[config.mk]
export PLATFORM = sky130hd
export DESIGN_NAME = button_debounce_multi_flat
export DESIGN_NICKNAME = d
export VERILOG_FILES = /design/src/rtl/button_pkg.sv /design/src/rtl/button_debounce_multi_if.sv /design/src/rtl/button_debounce_ch.sv /design/src/rtl/button_debounce_multi.sv /design/src/flat_wrapper.sv
export SDC_FILE = /design/constraint.sdc
export NUM_CORES = 1
export LEC_CHECK = 0
export ABC_AREA = 1
export BUFFER_PORTS_ARGS = -buffer_cell sky130_fd_sc_hd__buf_2
export CORE_AREA = 2 2 208 210
export DETAILED_ROUTE_END_ITERATION = 12
export DIE_AREA = 0 0 210 212
export HOLD_SLACK_MARGIN = 0.12
export MAX_ROUTING_LAYER = met4
export PLACE_DENSITY = 0.48
export SLEW_MARGIN = 20
export SYNTH_ARGS = -nofsm -noshare
export SYNTH_HDL_FRONTEND = slang
export SYNTH_SLANG_ARGS = --single-unit
[constraint.sdc]
create_clock -name clk -period 3.9 [get_ports clk]
set_clock_uncertainty 0.05 [all_clocks]
set_input_delay 0.78 -clock clk [delete_from_list [all_inputs] [get_ports clk]]
set_output_delay 0.78 -clock clk [all_outputs]
set_load 0.1 [all_outputs]
[src/rtl/button_pkg.sv]
// Shared types and constants for the multi-channel button debouncer.
package button_pkg;

    typedef enum logic [1:0] {
        IDLE         = 2'd0,
        PRESS_WAIT   = 2'd1,
        PRESSED      = 2'd2,
        RELEASE_WAIT = 2'd3
    } btn_state_e;

    localparam logic [1:0] MODE_PULSE  = 2'd0;
    localparam logic [1:0] MODE_LEVEL  = 2'd1;
    localparam logic [1:0] MODE_TOGGLE = 2'd2;

endpackage

[src/rtl/button_debounce_multi_if.sv]
// Button pins, global LED mode and per-channel debounced status/event outputs.
interface button_debounce_multi_if #(
    parameter int NUM_BTN = 4
);
    logic [1:0]         mode;
    logic [NUM_BTN-1:0] btn_in;
    logic [NUM_BTN-1:0] btn_level;
    logic [NUM_BTN-1:0] press_evt;
    logic [NUM_BTN-1:0] release_evt;
    logic [NUM_BTN-1:0] long_evt;
    logic [NUM_BTN-1:0] led;

    modport master (
        output mode, btn_in,
        input  btn_level, press_evt, release_evt, long_evt, led
    );

    modport slave (
        input  mode, btn_in,
        output btn_level, press_evt, release_evt, long_evt, led
    );
endinterface

[src/rtl/button_debounce_ch.sv]
// One button channel: synchroniser, debounce/hold FSM with saturating counters,
// one-cycle press/release/long events and the mode-selected LED output.
module button_debounce_ch
    import button_pkg::*;
#(
    parameter int DEBOUNCE_CYC   = 16777216,
    parameter int LONG_PRESS_CYC = 50331648,
    parameter int ACTIVE_LOW     = 1,
    parameter int SYNC_STAGES    = 2
) (
    input  logic       clk,
    input  logic       rst,
    input  logic [1:0] i_mode,
    input  logic       i_btn,
    output logic       o_level,
    output logic       o_press,
    output logic       o_release,
    output logic       o_long,
    output logic       o_led
);
    localparam int CNT_W = $clog2(LONG_PRESS_CYC + 1);
    localparam logic [CNT_W-1:0] DEB_LAST = CNT_W'(DEBOUNCE_CYC - 1);
    localparam logic [CNT_W-1:0] LONG_AT  = CNT_W'(LONG_PRESS_CYC - DEBOUNCE_CYC - 1);
    localparam logic [CNT_W-1:0] HOLD_MAX = CNT_W'(LONG_PRESS_CYC - DEBOUNCE_CYC);
    localparam logic INACTIVE = (ACTIVE_LOW != 0) ? 1'b1 : 1'b0;

    logic [SYNC_STAGES-1:0] r_sync;
    logic                   w_act;
    btn_state_e             r_state, w_state_next;
    logic [CNT_W-1:0]       r_cnt, w_cnt_next;
    logic [CNT_W-1:0]       r_hold, w_hold_next, w_hold_inc;
    logic r_level, w_level_next, r_press, w_press_next, r_release, w_release_next;
    logic r_long, w_long_next, r_toggle, w_toggle_next, r_led, w_led_next;

    // Reset parks the synchroniser at the released level so no phantom press appears.
    always_ff @(posedge clk) begin
        if (!rst) r_sync <= {SYNC_STAGES{INACTIVE}};
        else      r_sync <= {r_sync[SYNC_STAGES-2:0], i_btn};
    end

    assign w_act      = r_sync[SYNC_STAGES-1] ^ INACTIVE;
    assign w_hold_inc = (r_hold == HOLD_MAX) ? r_hold : r_hold + CNT_W'(1);

    always_ff @(posedge clk) begin
        if (!rst) begin
            r_state   <= IDLE;
            r_cnt     <= '0;
            r_hold    <= '0;
            r_level   <= 1'b0;
            r_press   <= 1'b0;
            r_release <= 1'b0;
            r_long    <= 1'b0;
            r_toggle  <= 1'b0;
            r_led     <= 1'b0;
        end else begin
            r_state   <= w_state_next;
            r_cnt     <= w_cnt_next;
            r_hold    <= w_hold_next;
            r_level   <= w_level_next;
            r_press   <= w_press_next;
            r_release <= w_release_next;
            r_long    <= w_long_next;
            r_toggle  <= w_toggle_next;
            r_led     <= w_led_next;
        end
    end

    always_comb begin
        w_state_next   = r_state;
        w_cnt_next     = r_cnt;
        w_hold_next    = r_hold;
        w_level_next   = r_level;
        w_press_next   = 1'b0;
        w_release_next = 1'b0;
        w_long_next    = 1'b0;
        case (r_state)
            IDLE: begin
                if (w_act) begin
                    w_state_next = PRESS_WAIT;
                    w_cnt_next   = CNT_W'(1);
                end
            end
            PRESS_WAIT: begin
                if (!w_act) begin
                    w_state_next = IDLE;
                    w_cnt_next   = '0;
                end else if (r_cnt == DEB_LAST) begin
                    w_state_next = PRESSED;
                    w_cnt_next   = '0;
                    w_hold_next  = '0;
                    w_level_next = 1'b1;
                    w_press_next = 1'b1;
                end else begin
                    w_cnt_next = r_cnt + CNT_W'(1);
                end
            end
            PRESSED: begin
                w_hold_next = w_hold_inc;
                w_long_next = (r_hold == LONG_AT);
                if (!w_act) begin
                    w_state_next = RELEASE_WAIT;
                    w_cnt_next   = CNT_W'(1);
                end
            end
            RELEASE_WAIT: begin
                // Hold time survives a release bounce; the release event wins a tie with long.
                w_hold_next = w_hold_inc;
                if (w_act) begin
                    w_state_next = PRESSED;
                    w_cnt_next   = '0;
                    w_long_next  = (r_hold == LONG_AT);
                end else if (r_cnt == DEB_LAST) begin
                    w_state_next   = IDLE;
                    w_cnt_next     = '0;
                    w_level_next   = 1'b0;
                    w_release_next = 1'b1;
                end else begin
                    w_cnt_next  = r_cnt + CNT_W'(1);
                    w_long_next = (r_hold == LONG_AT);
                end
            end
            default: w_state_next = IDLE;
        endcase

        w_toggle_next = r_toggle ^ w_press_next;
        case (i_mode)
            MODE_PULSE:  w_led_next = w_press_next;
            MODE_TOGGLE: w_led_next = w_toggle_next;
            default:     w_led_next = w_level_next;
        endcase
    end

    assign o_level   = r_level;
    assign o_press   = r_press;
    assign o_release = r_release;
    assign o_long    = r_long;
    assign o_led     = r_led;

endmodule

[src/rtl/button_debounce_multi.sv]
// NUM_BTN independent debounced button channels sharing one LED mode select.
module button_debounce_multi
    import button_pkg::*;
#(
    parameter int NUM_BTN        = 4,
    parameter int DEBOUNCE_CYC   = 16777216,
    parameter int LONG_PRESS_CYC = 50331648,
    parameter int ACTIVE_LOW     = 1,
    parameter int SYNC_STAGES    = 2
) (
    input  logic                    clk,
    input  logic                    rst,
    button_debounce_multi_if.slave  bus
);
    logic [NUM_BTN-1:0] w_level, w_press, w_release, w_long, w_led;

    generate
        for (genvar gi = 0; gi < NUM_BTN; gi++) begin : g_ch
            button_debounce_ch #(
                .DEBOUNCE_CYC   (DEBOUNCE_CYC),
                .LONG_PRESS_CYC (LONG_PRESS_CYC),
                .ACTIVE_LOW     (ACTIVE_LOW),
                .SYNC_STAGES    (SYNC_STAGES)
            ) u_ch (
                .clk       (clk),
                .rst       (rst),
                .i_mode    (bus.mode),
                .i_btn     (bus.btn_in[gi]),
                .o_level   (w_level[gi]),
                .o_press   (w_press[gi]),
                .o_release (w_release[gi]),
                .o_long    (w_long[gi]),
                .o_led     (w_led[gi])
            );
        end
    endgenerate

    assign bus.btn_level   = w_level;
    assign bus.press_evt   = w_press;
    assign bus.release_evt = w_release;
    assign bus.long_evt    = w_long;
    assign bus.led         = w_led;

endmodule

[src/flat_wrapper.sv]
// flat-port wrapper written by rule: the top's interface ports become plain ports
module button_debounce_multi_flat import button_pkg::*;
#(
    parameter int NUM_BTN        = 4,
    parameter int DEBOUNCE_CYC   = 16777216,
    parameter int LONG_PRESS_CYC = 50331648,
    parameter int ACTIVE_LOW     = 1,
    parameter int SYNC_STAGES    = 2
)
  (clk, rst, bus_mode, bus_btn_in, bus_btn_level, bus_press_evt, bus_release_evt, bus_long_evt, bus_led);
  button_debounce_multi_if #(.NUM_BTN(NUM_BTN)) bus_i ();
  input  logic clk;
  input  logic rst;
  input wire logic [$bits(bus_i.mode)-1:0] bus_mode;
  input wire logic [$bits(bus_i.btn_in)-1:0] bus_btn_in;
  output wire logic [$bits(bus_i.btn_level)-1:0] bus_btn_level;
  output wire logic [$bits(bus_i.press_evt)-1:0] bus_press_evt;
  output wire logic [$bits(bus_i.release_evt)-1:0] bus_release_evt;
  output wire logic [$bits(bus_i.long_evt)-1:0] bus_long_evt;
  output wire logic [$bits(bus_i.led)-1:0] bus_led;
  assign bus_i.mode = bus_mode;
  assign bus_i.btn_in = bus_btn_in;
  assign bus_btn_level = bus_i.btn_level;
  assign bus_press_evt = bus_i.press_evt;
  assign bus_release_evt = bus_i.release_evt;
  assign bus_long_evt = bus_i.long_evt;
  assign bus_led = bus_i.led;
  button_debounce_multi #(.NUM_BTN(NUM_BTN), .DEBOUNCE_CYC(DEBOUNCE_CYC), .LONG_PRESS_CYC(LONG_PRESS_CYC), .ACTIVE_LOW(ACTIVE_LOW), .SYNC_STAGES(SYNC_STAGES)) u_core (.clk(clk), .rst(rst), .bus(bus_i));
endmodule
* Yosys cells after proc, flatten, opt, wreduce, memory -nomap -nowiden
Cells that the tools add are included.
** Word-level totals
- Register bits :: 248
- Input bits :: 8
- Output and inout port bits :: 20
- Word-level logic and storage cells :: 250
** Cells by class
- Add/subtract/negate cells :: 8
- Equality and inequality tests :: 53
- Mux-type cells :: 116
- Bitwise logic cells :: 4
- Reduce and logical (&&, ||, !) cells :: 29
** Operators by type and width (count)
- 2-to-1 mux 26 bit :: 32
- one-hot mux 26 bit (4 select lines) :: 4
- adder 26 x 1 -> 26 bit (second input constant) :: 8
- one-hot mux 26 bit (2 select lines) :: 4
- equality test 26 x 24 -> 1 bit (second input constant) :: 4
- equality test 26 x 25 -> 1 bit (second input constant) :: 4
- equality test 26 bit (second input constant) :: 4
- 2-to-1 mux 2 bit :: 24
- != test 2 bit (second input constant) :: 20
- 2-to-1 mux 1 bit :: 36
- one-hot mux 2 bit (4 select lines) :: 4
- AND reduction 4 bit :: 8
- != test 3 bit (second input constant) :: 8
- one-hot mux 1 bit (2 select lines) :: 12
- equality test 2 bit (second input constant) :: 9
- AND reduction 3 bit :: 4
- logical NOT 2 bit :: 5
- equality test 2 x 1 -> 1 bit (second input constant) :: 4
- AND reduction 2 bit :: 4
- nonzero test 2 bit :: 4
- OR reduction 2 bit :: 4
- XOR 1 bit :: 4

* Longest topological paths before layout
Gate-level depths: netlist of the first run.
- Word-level depth :: 6
- Depth in mapped cells :: 13
- Gate-level depth less buffers :: 12

* Hierarchy
From an unflattened synthesis of the first run, not the netlist that was laid out.
** Second synthesis, totals
- Cells, all modules :: 2392
- Area, all modules :: 15006.9 um2
** Modules (own cells, without submodules)
- button_debounce_ch at u_core.g_ch[1].u_ch ... :: instances 2, cells each 589, area an instance 3704.8 um2, seq. area each 1241.2 um2
- button_debounce_ch at u_core.g_ch[3].u_ch :: instances 1, cells each 612, area an instance 3808.7 um2, seq. area each 1241.2 um2
- button_debounce_ch at u_core.g_ch[0].u_ch :: instances 1, cells each 602, area an instance 3788.6 um2, seq. area each 1241.2 um2

* Least setup slack after synthesis of the first run
OpenSTA, ideal clock, no wires.
- Kind :: register to register
- Start :: register u_core.g_ch[3].u_ch.r_cnt[0]
- End :: register u_core.g_ch[3].u_ch.r_hold[0]
- Setup time :: 0.117 ns
- Arrival :: 1.658 ns
- Required time :: 3.733 ns
- Setup slack :: 2.075 ns
- Cell stages (with the launch flop) :: 13
- Buffers on the path :: 2
- Period minus slack after synthesis :: 1.825 ns
- Path through :: dfxtp_1 ha_1 nand2_1 nor2_1 nand3_2 nor2_2 buf_6 nand3_4 nand2_2 inv_2 buf_6 a21oi_1 nor2_1
** Between the ends
- Longest elaborated chain between the ends :: 3
** Ends and longest elaborated chain
- start: declaration :: line button_debounce_ch.sv:30 : logic [CNT_W-1:0] r_cnt, w_cnt_next;
- start signal: assignment :: line button_debounce_ch.sv:57 : r_cnt <= w_cnt_next;
- equality test 26 x 24 -> 1 bit :: line button_debounce_ch.sv:87 : end else if (r_cnt == DEB_LAST) begin
- != test 2 bit (no source line)
- AND reduction 4 bit (no source line)
- end signal: assignment :: line button_debounce_ch.sv:58 : r_hold <= w_hold_next;
- end: declaration :: line button_debounce_ch.sv:31 : logic [CNT_W-1:0] r_hold, w_hold_next, w_hold_inc;
No other way between the ends.
A chain may end at the register's enable or synchronous reset.

* Final worst setup path of the first run
- Start :: register u_core.g_ch[3].u_ch.r_cnt[0]
- End :: register u_core.g_ch[3].u_ch.r_hold[1]
Same word-level chain as after synthesis.

==> impl_summary.md, run 1 <==
Routing
After detailed routing, the average wire length per cell comes to about 14 um. The number of DRC markers after the initial detailed-route iteration is 1072. The first-pass iteration count of the detailed router is 5.

Once detail routing completed, the nets flagged for antenna violations numbered 0. The via count normalized by instance count is between 5 and 6. The final wirelength is 41300 um. The routed via count is around 15000.

The total DRC errors in the routed layout is 0.

Finish
The top cell types in the final layout, fill and taps aside, are nand2_1 (660), nor2_1 (282), nand3_1 (268). Summing all multi-input logic gate instances after layout gives 0.00824 mm2. The post-layout instance count excluding filler cells is 2917. The final standard cell area without fillers is about 0.016 mm2. The final antenna diode count is 0. Leaving out fill and tap cells, the most frequent cell in the layout is nand2_1.

In the final design database the tool counted between 2000 and 2500 nets. The count of fill cells added during filler insertion is approximately 4600. The fraction of final layout cells with drive strength greater than 1 is 0.0637. The area growth from synthesis to layout is 9.64%.

The area taken by flip-flops and latches is 0.00496 mm2.

Synthesis
The synthesized design spends more area on one cell type than any other, namely dfxtp_1. The prevailing post-synth register cell is dfxtp_1. The number of flops mapped to enable cells by yosys is 0. Of the total synthesized cell area, the portion taken by AND, OR, NAND and NOR gates is 0.418.

The top-area cell type share of the netlist area is 0.339. Averaged over all synthesized cells, the footprint is 6.18 um2. The number of unique standard cell types used by synthesis is 45. After synthesis, the largest family of logic cells by area is simple AND/OR/NAND/NOR gates. The adder-cell share of the synthesized area is 0.0103. The proportion of synthesized area in mux cells is 0. The share of the Yosys chip area taken by registers is 0.339. In this run the cell area of the synthesized design comes to 0.0146 mm2. The count of warnings emitted by yosys is 0. In the post-synthesis netlist, the biggest area contributors are dfxtp_1 (34%), nand2_1 (17%), nand3_1 (9.2%).

The number of nets in the synthesized netlist is roughly 2400. Counting flops and latches in the post-synthesis netlist gives around 250. Of the total synthesized cell area, the portion taken by XOR and XNOR cells is 0.0132. In the synthesized netlist the async set-or-reset flop fraction comes to 0. The synthesized netlist cell count is roughly 2400.

The complex-gate fraction of the synthesized area is 0.121.

STA
The number of endpoints with negative hold slack in the final report is 0. At the pin with the least slew margin, the transition time is 0.818 ns. The max-slew headroom at the worst pin is 0.454. The maximum frequency from static timing analysis is approximately 400 MHz. The minimum clock period after layout is approximately 2.5 ns. Once routing completed, OpenROAD measured the worst setup slack at 1.41 ns. The final count of pins violating max slew is 0.

The final cycle utilization of the critical path is 0.639. The sum of negative setup slack is 0 ns. Setup repair after global routing left no endpoint under its margin.

The total setup violations reported at the end of the flow is 0.

Floorplanning
In this run the vertical extent of the chip is roughly 210 um. The initial utilization of the core area, before any placement, comes to 0.344. The die is roughly 210 um wide. The core footprint is around 0.043 mm2. The number of ports placed on the die boundary is 28. The die covers 0.0445 mm2. In this run the core area contains 76 standard-cell rows.

Critical path
The kind of end point of the critical path is a flip-flop. Of all nets on the critical path, the largest fanout is 17. The critical path data arrival time is slightly below 3 ns. The critical path startpoint category is a flip-flop. The critical path required time is 4.32 ns. The type of the worst setup path is reg2reg.

Global routing
For this run, the total global-route usage over all layers was measured as 0.194. The via count of the first global-routing pass was roughly 14000. The first-pass GRT wire length is 69800 um. The initial antenna violation count is 0. Summed over all layers, the global routing overflow is 0. The largest net degree at the start of global routing is 85.

Clocking
The clock transition at the registers of the reported paths is around 0.06 ns. TritonCTS built the clock tree. The clock latency of the later-clocked register in the worst-skew pair is between 0.5 and 0.6 ns.

CTS built an H-tree with a depth of 1. The number of cells upsized or downsized after cts is 0. The root cell of the clock tree is clkbuf_16.

The CTS sink count is around 250. The buffers inserted during post-CTS setup optimization is 0. The maximum buffer depth of the clock tree is 3. TritonCTS created 31 clock buffers.

Buffers inserted to repair hold after CTS numbered 0.

Pwr
Of the total power, combinational logic draws 0.027. Internal power comes to around 4.2 mW. Of the total power, the share spent switching nets is 0.234.

Summed over all nets, the switching power comes to 1.29 mW. The worst-case IR drop observed on VDD is 264 uV. The fraction of power consumed by the clock network is 0.508. Power spread over the standard cell area amounts to 343 mW/mm2. The leakage power is about 5.7 nW.

The share of total power dissipated in sequential elements is 0.465.

Status
The flow ran to the end, and the final reports show no timing, DRC or antenna violations.

Job
Across the run, the number of max-cap violations was 0.

Place
The wire-length estimate of the detail-placed layout is 29200 um. Before CTS, the worst setup slack after placement is 1.42 ns. The number of cells after detailed placement is 2864. The last weighted congestion value of the routability-driven placer is 0.904. The number of buffers inserted by port buffering is 27.

Summing all placed instances gives a cell area of 0.0151 mm2.

Min path
In this run the worst hold path is classified as in2reg.
registers in the layout (all words and copies together), names as in the netlist, named ones only:
name / cells
u_core.g_ch.u_ch.r_cnt: 104
u_core.g_ch.u_ch.r_hold: 104
u_core.g_ch.u_ch.r_sync: 8
u_core.g_ch.u_ch.o_led: 4
u_core.g_ch.u_ch.o_level: 4
u_core.g_ch.u_ch.o_long: 4
u_core.g_ch.u_ch.o_press: 4
u_core.g_ch.u_ch.o_release: 4
u_core.g_ch.u_ch.r_state: 4
u_core.g_ch.u_ch.r_toggle: 4
power groups by stage:
stage / registers [mW] / logic (mW) / clock network (mW)
floorplan: 2.61 / 0.108 / 0
global placement: 2.61 / 0.156 / 0
detailed placement: 2.61 / 0.156 / 0
CTS: 2.56 / 0.156 / 2.90
global route: 2.56 / 0.171 / 3.00
finish: 2.56 / 0.151 / 2.80
per-stage QoR:
| stage | utilization | hold WS [ns] | power, mW |
|---|---|---|---|
| 4_1_cts | 0.378 | 0.298 | 5.61 |
| 5_1_grt | 0.378 | 0.316 | 5.73 |
| 3_3_place_gp | 0.355 | 0.351 | 2.77 |
| 3_5_place_dp | 0.355 | 0.348 | 2.77 |
| 2_1_floorplan | - | 0.343 | 2.72 |
| 6_report | 0.378 | 0.336 | 5.50 |
cells in the mapped netlist, types with 3 or more instances:
cell      count
nand2_1     660
nor2_1      282
nand3_1     268
dfxtp_1     248
inv_1       247
a21oi_1     209
o21ai_0      92
nor3_1       61
nand4_1      52
clkbuf_1     49
or2_2        30
buf_4        23
xor2_1       17
buf_2        13
ha_1         12
nor4_1       11
nand3b_1      9
nor2_2        8
o211ai_1      8
and3_1        7
nand2_2       7
buf_6         6
a211oi_1      5
a22oi_1       5
xnor2_1       5
inv_2         4
o22ai_1       4
buf_1         3
nor2_4        3
final timing paths:
kind | cells after the start | slack [ns] | start | to
max | 10 | 1.41 | u_core.g_ch[3].u_ch.r_cnt[0] | u_core.g_ch[3].u_ch.r_hold[1]
min | 2 | 0.34 | bus_btn_in[0] | u_core.g_ch[0].u_ch.r_sync[0]
max reg2reg | 10 | 1.41 | u_core.g_ch[3].u_ch.r_cnt[0] | u_core.g_ch[3].u_ch.r_hold[1]
min reg2reg | 1 | 0.36 | u_core.g_ch[1].u_ch.r_sync[0] | u_core.g_ch[1].u_ch.r_sync[1]
cells by family after synthesis:
| kind of cell | Yosys count |
|---|---|
| AOI/OAI and AO/OA | 336 |
| adders and majority gates | 12 |
| DFF | 248 |
| and+or+nand+nor | 1407 |
| xor gates and xnor gates | 22 |
| buffers and inverters | 345 |
routing by layer:
layer,wire length [um],global-route usage,up-vias,part of all wire
met1,21100,0.270,6658,0.51
met4,663,0.0460,0,0.016
met3,1450,0.0198,46,0.035
met5,0,-,-,0
li1,-,-,7681,-
met2,18100,0.303,239,0.44
cell type report:
| class | count | area share |
|---|---|---|
| inverter | 251 | 0.0590 |
| clock buffer | 44 | 0.0557 |
| multi-input combinational | 1777 | 0.513 |
| timing repair buffer | 42 | 0.0156 |
| clock inverter | 9 | 0.00460 |
| sequential | 248 | 0.309 |
| tap | 546 | 0.0426 |
worst max-delay path, stage by stage (launching register included):
cell and delay, ns:
dfxtp_1 0.36, ha_1 0.18, nand2_1 0.07, nor2_1 0.27, nand3_2 0.15, nor2_2 0.39
nand3_4 0.25, nand2_2 0.26, inv_2 0.19, a21oi_1 0.16, nor2_1 0.05
Power figures use the tool's default switching activity.
==> run 2, diff against run 1 <==
PLACE_DENSITY = 0.5   (was 0.48)
clock period = 2.06 ns   (was 3.9 ns; I/O delays follow)
==> run 2 against run 1 <==
Compared with the run above: non-clock buffer count grew 79; register-to-register slack got worse by 1.3 ns; clock-buffer cell count increased by 5; total power increased by 110%; hold slack worse by 0.11 ns; routed wire length is 2.4% higher; largest cell class unchanged; largest power group unchanged.
==> impl_summary.md, run 2 (synthesis results as in run 1) <==
Status
The run finished with clean final reports.

Place
The number of buffers inserted by port buffering was 27 (unchanged). The last weighted congestion value of the routability-driven placer is 0.911 (+0.75%). The total half-perimeter wirelength after legalization and detailed placement is 30600 um (+4.8%). The post-place setup slack was 0.0475 ns (-1.37 ns).

Routing
The number of DRC markers after the initial detailed-route iteration is 924 (-14%). The total DRC errors in the routed layout came to 0 (unchanged). The final wirelength is 42300 um (+2.4%).

The via count normalized by instance count is 4.99 (-0.51%). The routed via count is 15000 (+2.4%). The first-pass iteration count of the detailed router was 5 (unchanged). The routed length per instance is 14.1 um (-0.51%). The number of routed nets with antenna violations was 0 (unchanged).

Finish
The final antenna diode count is 0 (unchanged). The net count of the finished layout was 2453 (+3.5%). The most common cell after layout, fill and taps aside is nand2_1. The fraction of final layout cells with drive strength greater than 1 is 0.107 (+0.0434). The library cells used most frequently in the layout, excluding fill and tap cells, are nand2_1 (654), nor2_1 (272), nand3_1 (264). The count of fill cells added during filler insertion is 4605 (+0.46%). From synthesis to final layout, the design area changed by 16.3%.

The largest registers in the layout are u_core.g_ch.u_ch.r_cnt (104), u_core.g_ch.u_ch.r_hold (104), u_core.g_ch.u_ch.r_sync (8).

Global routing
The first-pass GRT wire length is 70700 um (+1.2%). The largest net degree at the start of global routing is 36 (-58%). The final global-route overflow total is 0 (unchanged). The initial antenna violation count came to 0 (unchanged). The total global-route track usage is 0.197 (+0.00362). The via count of the first global-routing pass was 14100 (+2.6%).

Clocking
The clock tree from TritonCTS is yes. The cell sitting at the root of the clock tree is a clkbuf_16. The clock transition at the registers of the reported paths is 0.06 ns (about the same).

The number of levels the H-tree was split into came to 2 (+1). The CTS sink count is 248 (unchanged). The clock buffer count from CTS came to 34 (+9.7%). The maximum buffer depth of the clock tree is 3 (unchanged).

The clock latency of the later-clocked register in the worst-skew pair is 0.54 ns (-0.05 ns).

Floorplanning
The y dimension of the die is 212 um (unchanged). The core footprint is 0.0425 mm2 (unchanged). The cell row count came to 76 (unchanged). The number of ports placed on the die boundary is 28 (unchanged). The starting density of the core is 0.344 (unchanged). The horizontal extent of the die is 210 um (unchanged). The die footprint is 0.0445 mm2 (unchanged).

Pwr
The power per standard cell area is 669 mW/mm2 (+95%). The maximum VDD drop is 492 uV (+87%). The total power draw is 11.4 mW (+110%). The leakage power is 6.20 nW (+8.6%).

Critical path
The most numerous cell type found on the critical path is nand3_1. The critical path data arrival time was 2.32 ns (-0.59 ns). The delay of the slowest cell on the worst path is 0.37 ns (-0.02 ns).

The register-to-register setup slack came to 0.16 ns (-1.25 ns). The critical path required time is 2.48 ns (-1.84 ns). On the critical path, the stage with the largest delay is an instance of dfxtp_1. The type of the worst setup path is reg2reg. The critical path startpoint category is a flip-flop. The kind of end point of the critical path is a flip-flop.

The top fanout value on the critical path came to 4 (-13). Walking the worst path, the cells encountered are buf_4 -> nand3_1 -> nor3_1 -> nand3_1 -> nor2_1 -> nand2_1 -> nand2_1 -> nand3_1 -> a21oi_1.

STA
The total setup violations reported at the end of the flow came to 0 (unchanged). The transition time at the pin with the least slew margin came to 0.536 ns (-0.282 ns). The minimum clock period after layout is 1.90 ns (-0.590 ns). The final worst slack was 0.156 ns (-1.25 ns).

The final cycle utilization of the critical path was 0.924 (+0.285). The maximum frequency from static timing analysis is 525 MHz (+31%). The final count of pins violating max slew is 0 (unchanged).

The max-slew headroom at the worst pin is 0.645 (+0.191). The number of endpoints with negative hold slack in the final report is 0 (unchanged).

Min path
The worst hold-check path type is in2reg.

Job
The max-capacitance violation count is 0 (unchanged).
[run 2: cell types whose count changed in the layout (fill, tap and decap cells not counted), sizes merged]
cell / before / now
inv: 252 / 251
clkbuf: 44 / 50
bufinv: 1 / 3
dlygate4sd3: 0 / 4
buf: 42 / 116
clkinvlp: 0 / 2
clkinv: 7 / 4
[run 2: area by class of cell]
class,count,area (um2),share of cell area
timing repair buffer,121,910,0.0534
multi-input combinational,1777,8330,0.489
sequential,248,4970,0.292
tap,546,683,0.0401
clock buffer,49,1050,0.0617
clock inverter,9,129,0.00757
inverter,251,952,0.0559
[run 2: layer usage]
metal  vias to the layer above  wire length (um)  GRT usage
met4                         0              1010     0.0668
li1                       7839                 -          -
met5                         -                 0          -
met2                       256             18500      0.312
met3                        65              1550     0.0248
met1                      6809             21200      0.262
[run 2: worst paths after layout]
path | to | cells past startpoint | start
worst max-delay path | u_core.g_ch[0].u_ch.r_cnt[21] | 9 | u_core.g_ch[0].u_ch.r_cnt[1]
worst min-delay path | u_core.g_ch[2].u_ch.o_led | 3 | bus_mode[0]
worst max register to register | u_core.g_ch[0].u_ch.r_cnt[21] | 9 | u_core.g_ch[0].u_ch.r_cnt[1]
worst min register to register | u_core.g_ch[3].u_ch.r_sync[1] | 1 | u_core.g_ch[3].u_ch.r_sync[0]
[run 2: per-stage QoR]
| step | utilization | hold slack, ns | cells | instance area (um2) | setup TNS [ns] |
|---|---|---|---|---|---|
| 6_report | 0.401 | 0.223 | 3001 | 17000 | 0 |
| 5_1_grt | 0.401 | 0.224 | 3001 | 17000 | -0.0235 |
| 4_1_cts | 0.396 | 0.196 | 2993 | 16800 | 0 |
| 3_5_place_dp | 0.367 | 0.357 | 2931 | 15600 | 0 |
| 3_3_place_gp | 0.367 | 0.356 | 2931 | 15600 | 0 |
| 2_1_floorplan | - | 0.343 | 2370 | 14600 | 0 |
[run 2: power by group]
part	leakage, nW	total (mW)	switching [mW]	internal, mW
registers	2.00	4.84	0.0195	4.82
logic	3.62	0.346	0.249	0.0971
clock network	0.577	6.20	2.30	3.91
total	6.20	11.4	2.56	8.83
[run 2: what timing repair did]
item                                    in CTS  in global routing
hold buffers                                 4                  0
resized for setup                            0                 47
endpoints found under the hold margin        4                  0
endpoints found under the setup margin       0                160
setup buffers                                0                  7
[run 2: worst max-delay path, delay by kind of cell (launching register included)]
family	cells	cell delay, ns
compound gates	1	0.12
buf+inv	1	0.14
flops	1	0.37
simple gates	7	1.17
==> run 3, diff against run 2 <==
ABC_AREA = 0   (was 1)
CORE_AREA = 2 2 192 194   (was 2 2 208 210)
DIE_AREA = 0 0 194 196   (was 0 0 210 212)
==> run 3 against run 2 <==
Compared with the run above: the run now ends with negative setup slack left; routed wire length decreased by 18%; register-to-register slack got worse by 0.60 ns; cell count shrank 23%; critical path type unchanged; largest cell class unchanged; via count decreased by 19%; global-route usage shrank 1.7 points; synthesized cell count is 35% lower.
==> impl_summary.md, run 3 <==
STA
Setup repair after global routing could not meet its margin everywhere. The max-slew headroom at the worst pin is 0.631 (-0.0137). The transition time at the pin with the least slew margin is 0.548 ns (+0.0119 ns).

The sum of negative setup slack was -24.08 ns (-24.08 ns). The number of endpoints with negative hold slack in the final report came to 0 (unchanged). The maximum frequency from static timing analysis is 400 MHz (-24%). The final count of pins violating max slew is 0 (unchanged). The minimum clock period after layout is 2.50 ns (+0.596 ns). The final cycle utilization of the critical path came to 1.21 (+0.290). The total setup violations reported at the end of the flow came to 116 (+116). The final worst slack is -0.440 ns (-0.596 ns). The worst hold-check slack was 0.297 ns (+0.0740 ns).

Min path
The tightest min-delay check is of the in2reg type. The startpoint identified for the worst hold timing path is bus_mode[0].

Routing
The total DRC errors in the routed layout came to 0 (unchanged). The final wirelength is 34500 um (-18%). The number of routed nets with antenna violations was 0 (unchanged). The first-pass iteration count of the detailed router is 5 (unchanged). The routed via count is 12100 (-19%). The routed length per instance came to 14.8 um (+5.2%). The number of DRC markers after the initial detailed-route iteration came to 578 (-37%). The via count normalized by instance count is 5.19 (+4.1%).

Global routing
The final global-route overflow total was 0 (unchanged). The total global-route track usage came to 0.181 (-0.0165). The first-pass GRT wire length was 56900 um (-19%). The via count of the first global-routing pass is 11500 (-19%).

The initial antenna violation count is 1 (+1). The largest net degree at the start of global routing is 30 (-17%).

Job
The max-capacitance violation count was 0 (unchanged).

Synthesis
The post-synthesis sequential element count is 248 (unchanged). The synthesized area divided by synthesized cell count is 8.01 um2 (+30%). The share of the yosys chip area belonging to registers is 0.400 (+0.0606). Among all flip-flop cells after synthesis, the most frequent one is dfxtp_1. The biggest area contributor in the post-synthesis netlist is dfxtp_1. The proportion of register bits with asynchronous set or reset after synthesis is 0 (unchanged). The number of unique standard cell types used by synthesis is 78 (+73%). The top-area cell type share of the netlist area is 0.400 (+0.0606). Among all cell types in the netlist, the one instantiated most often is dfxtp_1. The number of flops mapped to enable cells by yosys is 0 (unchanged). The synthesized netlist cell count is 1551 (-35%). The number of nets produced by synthesis is 1571 (-34%). Ranked by total cell area, the synthesized netlist is headed by dfxtp_1 (40%), nor2_1 (5.1%), xnor2_1 (4.6%). The cell area after synthesis is 0.0124 mm2 (-15%).

By count the netlist is led by dfxtp_1 (248), nor2_1 (168), nand2_1 (151), nand3_1 (110), o21ai_0 (105). The count of warnings emitted by yosys was 0 (unchanged).

Finish
The post-layout instance count excluding filler cells is 2325 (-23%). The final core area utilization was 0.483 (+0.0826). The count of fill cells added during filler insertion came to 3464 (-25%).

The top cell types in the final layout, fill and taps aside, are buf_4 (241), dfxtp_1 (223), nor2_1 (158). The library cell used most frequently in the layout, excluding fill and tap cells, is buf_4. The area taken by flip-flops and latches came to 0.00500 mm2 (+0.53%). The net count of the finished layout is 1854 (-24%). The final standard cell area without fillers was 0.0174 mm2 (+2.4%).

The area used by multi-input combinational logic came to 0.00780 mm2 (-6.3%). The fraction of final layout cells with drive strength greater than 1 came to 0.315 (+0.208). The post-synthesis to final-layout area growth is 40.4%. The largest registers in the layout are u_core.g_ch.u_ch.r_cnt (104), u_core.g_ch.u_ch.r_hold (104), u_core.g_ch.u_ch.r_sync (8).

Critical path
The delay of the slowest cell on the worst path is 0.53 ns (+0.16 ns). The critical path required time came to 2.51 ns (+0.03 ns). The top fanout value on the critical path is 4 (unchanged). In this design, the largest share of critical-path delay is due to simple AND/OR/NAND/NOR gates. The origin of the worst setup path is u_core.g_ch[0].u_ch.r_cnt[0]. The worst register-to-register path begins at u_core.g_ch[0].u_ch.r_cnt[0]. The kind of end point of the critical path is a flip-flop. STA classifies the critical path startpoint as a flip-flop.

The cell with the largest stage delay on the worst path is or4b_4. The most numerous cell on the critical path is or3_4. The combined buffer and inverter count along the critical path is 1 (unchanged). The critical path goes through ha_4 -> nand4_4 -> or4b_4 -> buf_4 -> or3_4 -> or3_4 -> a22o_1 -> o22ai_1.

The critical path data arrival time is 2.95 ns (+0.63 ns). The critical path in this run is classified as reg2reg.

Status
The flow ran to the end, but the final reports show violations. The final reports fail on negative setup slack.

Clocking
The clock buffer count from CTS was 29 (-15%). The number of levels the H-tree was split into was 1 (-1). The clock transition at the registers of the reported paths is 0.06 ns (about the same). The clock latency of the later-clocked register in the worst-skew pair is 0.57 ns (+0.03 ns).

The maximum buffer depth of the clock tree was 3 (unchanged). The CTS sink count came to 248 (unchanged). CTS placed an instance of clkbuf_16 at the clock tree root. TritonCTS built the clock tree.

Pwr
The switching portion of total power is 0.229 (+0.00402). The maximum VDD drop was 862 uV (+75%). The power per standard cell area is 606 mW/mm2 (-9.4%). The leakage power came to 6.41 nW (+3.3%). The switching power total is 2.42 mW (-5.6%).

The proportion of power drawn by flip-flops and latches is 0.457 (+0.032). The fraction of power consumed by combinational cells is 0.039 (+0.009). The fraction of power consumed by the clock network was 0.504 (-0.041). The total power draw is 10.6 mW (-7.2%). The internal portion of total power is 8.14 mW (-7.7%).

Floorplanning
The cell row count is 70 (-7.9%). The core footprint is 0.0361 mm2 (-15%). The y dimension of the die was 196 um (-7.5%). The die footprint is 0.0380 mm2 (-15%). The starting density of the core was 0.344 (about the same). The number of ports placed on the die boundary was 28 (unchanged).

The horizontal extent of the die is 194 um (-7.6%).

Place
The area of placed instances came to 0.0151 mm2 (-3.0%). The last weighted congestion value of the routability-driven placer is 0.838 (-8.0%). The post-place setup slack is -0.521 ns (-0.569 ns). The total half-perimeter wirelength after legalization and detailed placement is 23000 um (-25%). The number of cells after detailed placement is 2217 (-24%). The number of buffers inserted by port buffering is 27 (unchanged).
-- run 3: cell type report --
| cell class | count | area share |
|---|---|---|
| inverters | 50 | 0.0108 |
| diodes | 1 | 0.000144 |
| multi-input cells | 1172 | 0.448 |
| clock inverters | 21 | 0.0124 |
| clock buffers | 32 | 0.0440 |
| well taps | 468 | 0.0336 |
| repair buffers | 333 | 0.165 |
| flip-flops and latches | 248 | 0.287 |
-- run 3: worst min-delay path, delay by kind of cell --
| kind | cells | cell delay [ns] |
|---|---|---|
| simple gates | 1 | 0.19 |
| compound gates | 1 | 0.18 |
| buf+inv | 1 | 0.08 |
-- run 3: per-layer routing --
metal | part of all wire | track usage | vias to the layer above | routed length, um
li1 | - | - | 6134 | -
met1 | 0.49 | 0.240 | 5718 | 16700
met2 | 0.46 | 0.293 | 175 | 15800
met3 | 0.036 | 0.0268 | 44 | 1230
met4 | 0.020 | 0.0393 | 0 | 673
met5 | 0 | - | - | 0
-- run 3: cell families after synthesis --
| group | after synthesis | share of synthesized area |
|---|---|---|
| mux | 12 | 0.00997 |
| fa+ha+maj | 12 | 0.0121 |
| buf+inv | 135 | 0.0511 |
| compound gates | 300 | 0.145 |
| flops | 248 | 0.400 |
| xor+xnor | 104 | 0.0733 |
| simple gates | 740 | 0.308 |
-- run 3: power by group through the flow --
stage,logic [mW],clock network (mW),registers [mW]
global route,0.448,5.68,4.83
CTS,0.378,5.47,4.83
finish,0.412,5.32,4.83
floorplan,0.221,0,4.93
detailed placement,0.357,0,4.94
global placement,0.356,0,4.94
-- run 3: path summary, 6_finish.rpt --
kind / end / slack (ns) / cells after the start
worst max-delay path: u_core.g_ch[0].u_ch.o_led / -0.44 / 8
worst min-delay path: u_core.g_ch[2].u_ch.o_led / 0.30 / 3
worst max register to register: u_core.g_ch[0].u_ch.o_led / -0.44 / 8
worst min register to register: u_core.g_ch[1].u_ch.r_sync[1] / 0.36 / 1
-- run 3: what timing repair did --
| item | 4_1_cts | 5_1_grt |
|---|---|---|
| hold buffers | 4 | 0 |
| cloned | 7 | 4 |
| endpoints found under the hold margin | 4 | 0 |
| setup endpoints to repair | 134 | 199 |
| setup buffers | 20 | 25 |
| pin swaps | 51 | 82 |
| gates resized for setup | 93 | 124 |
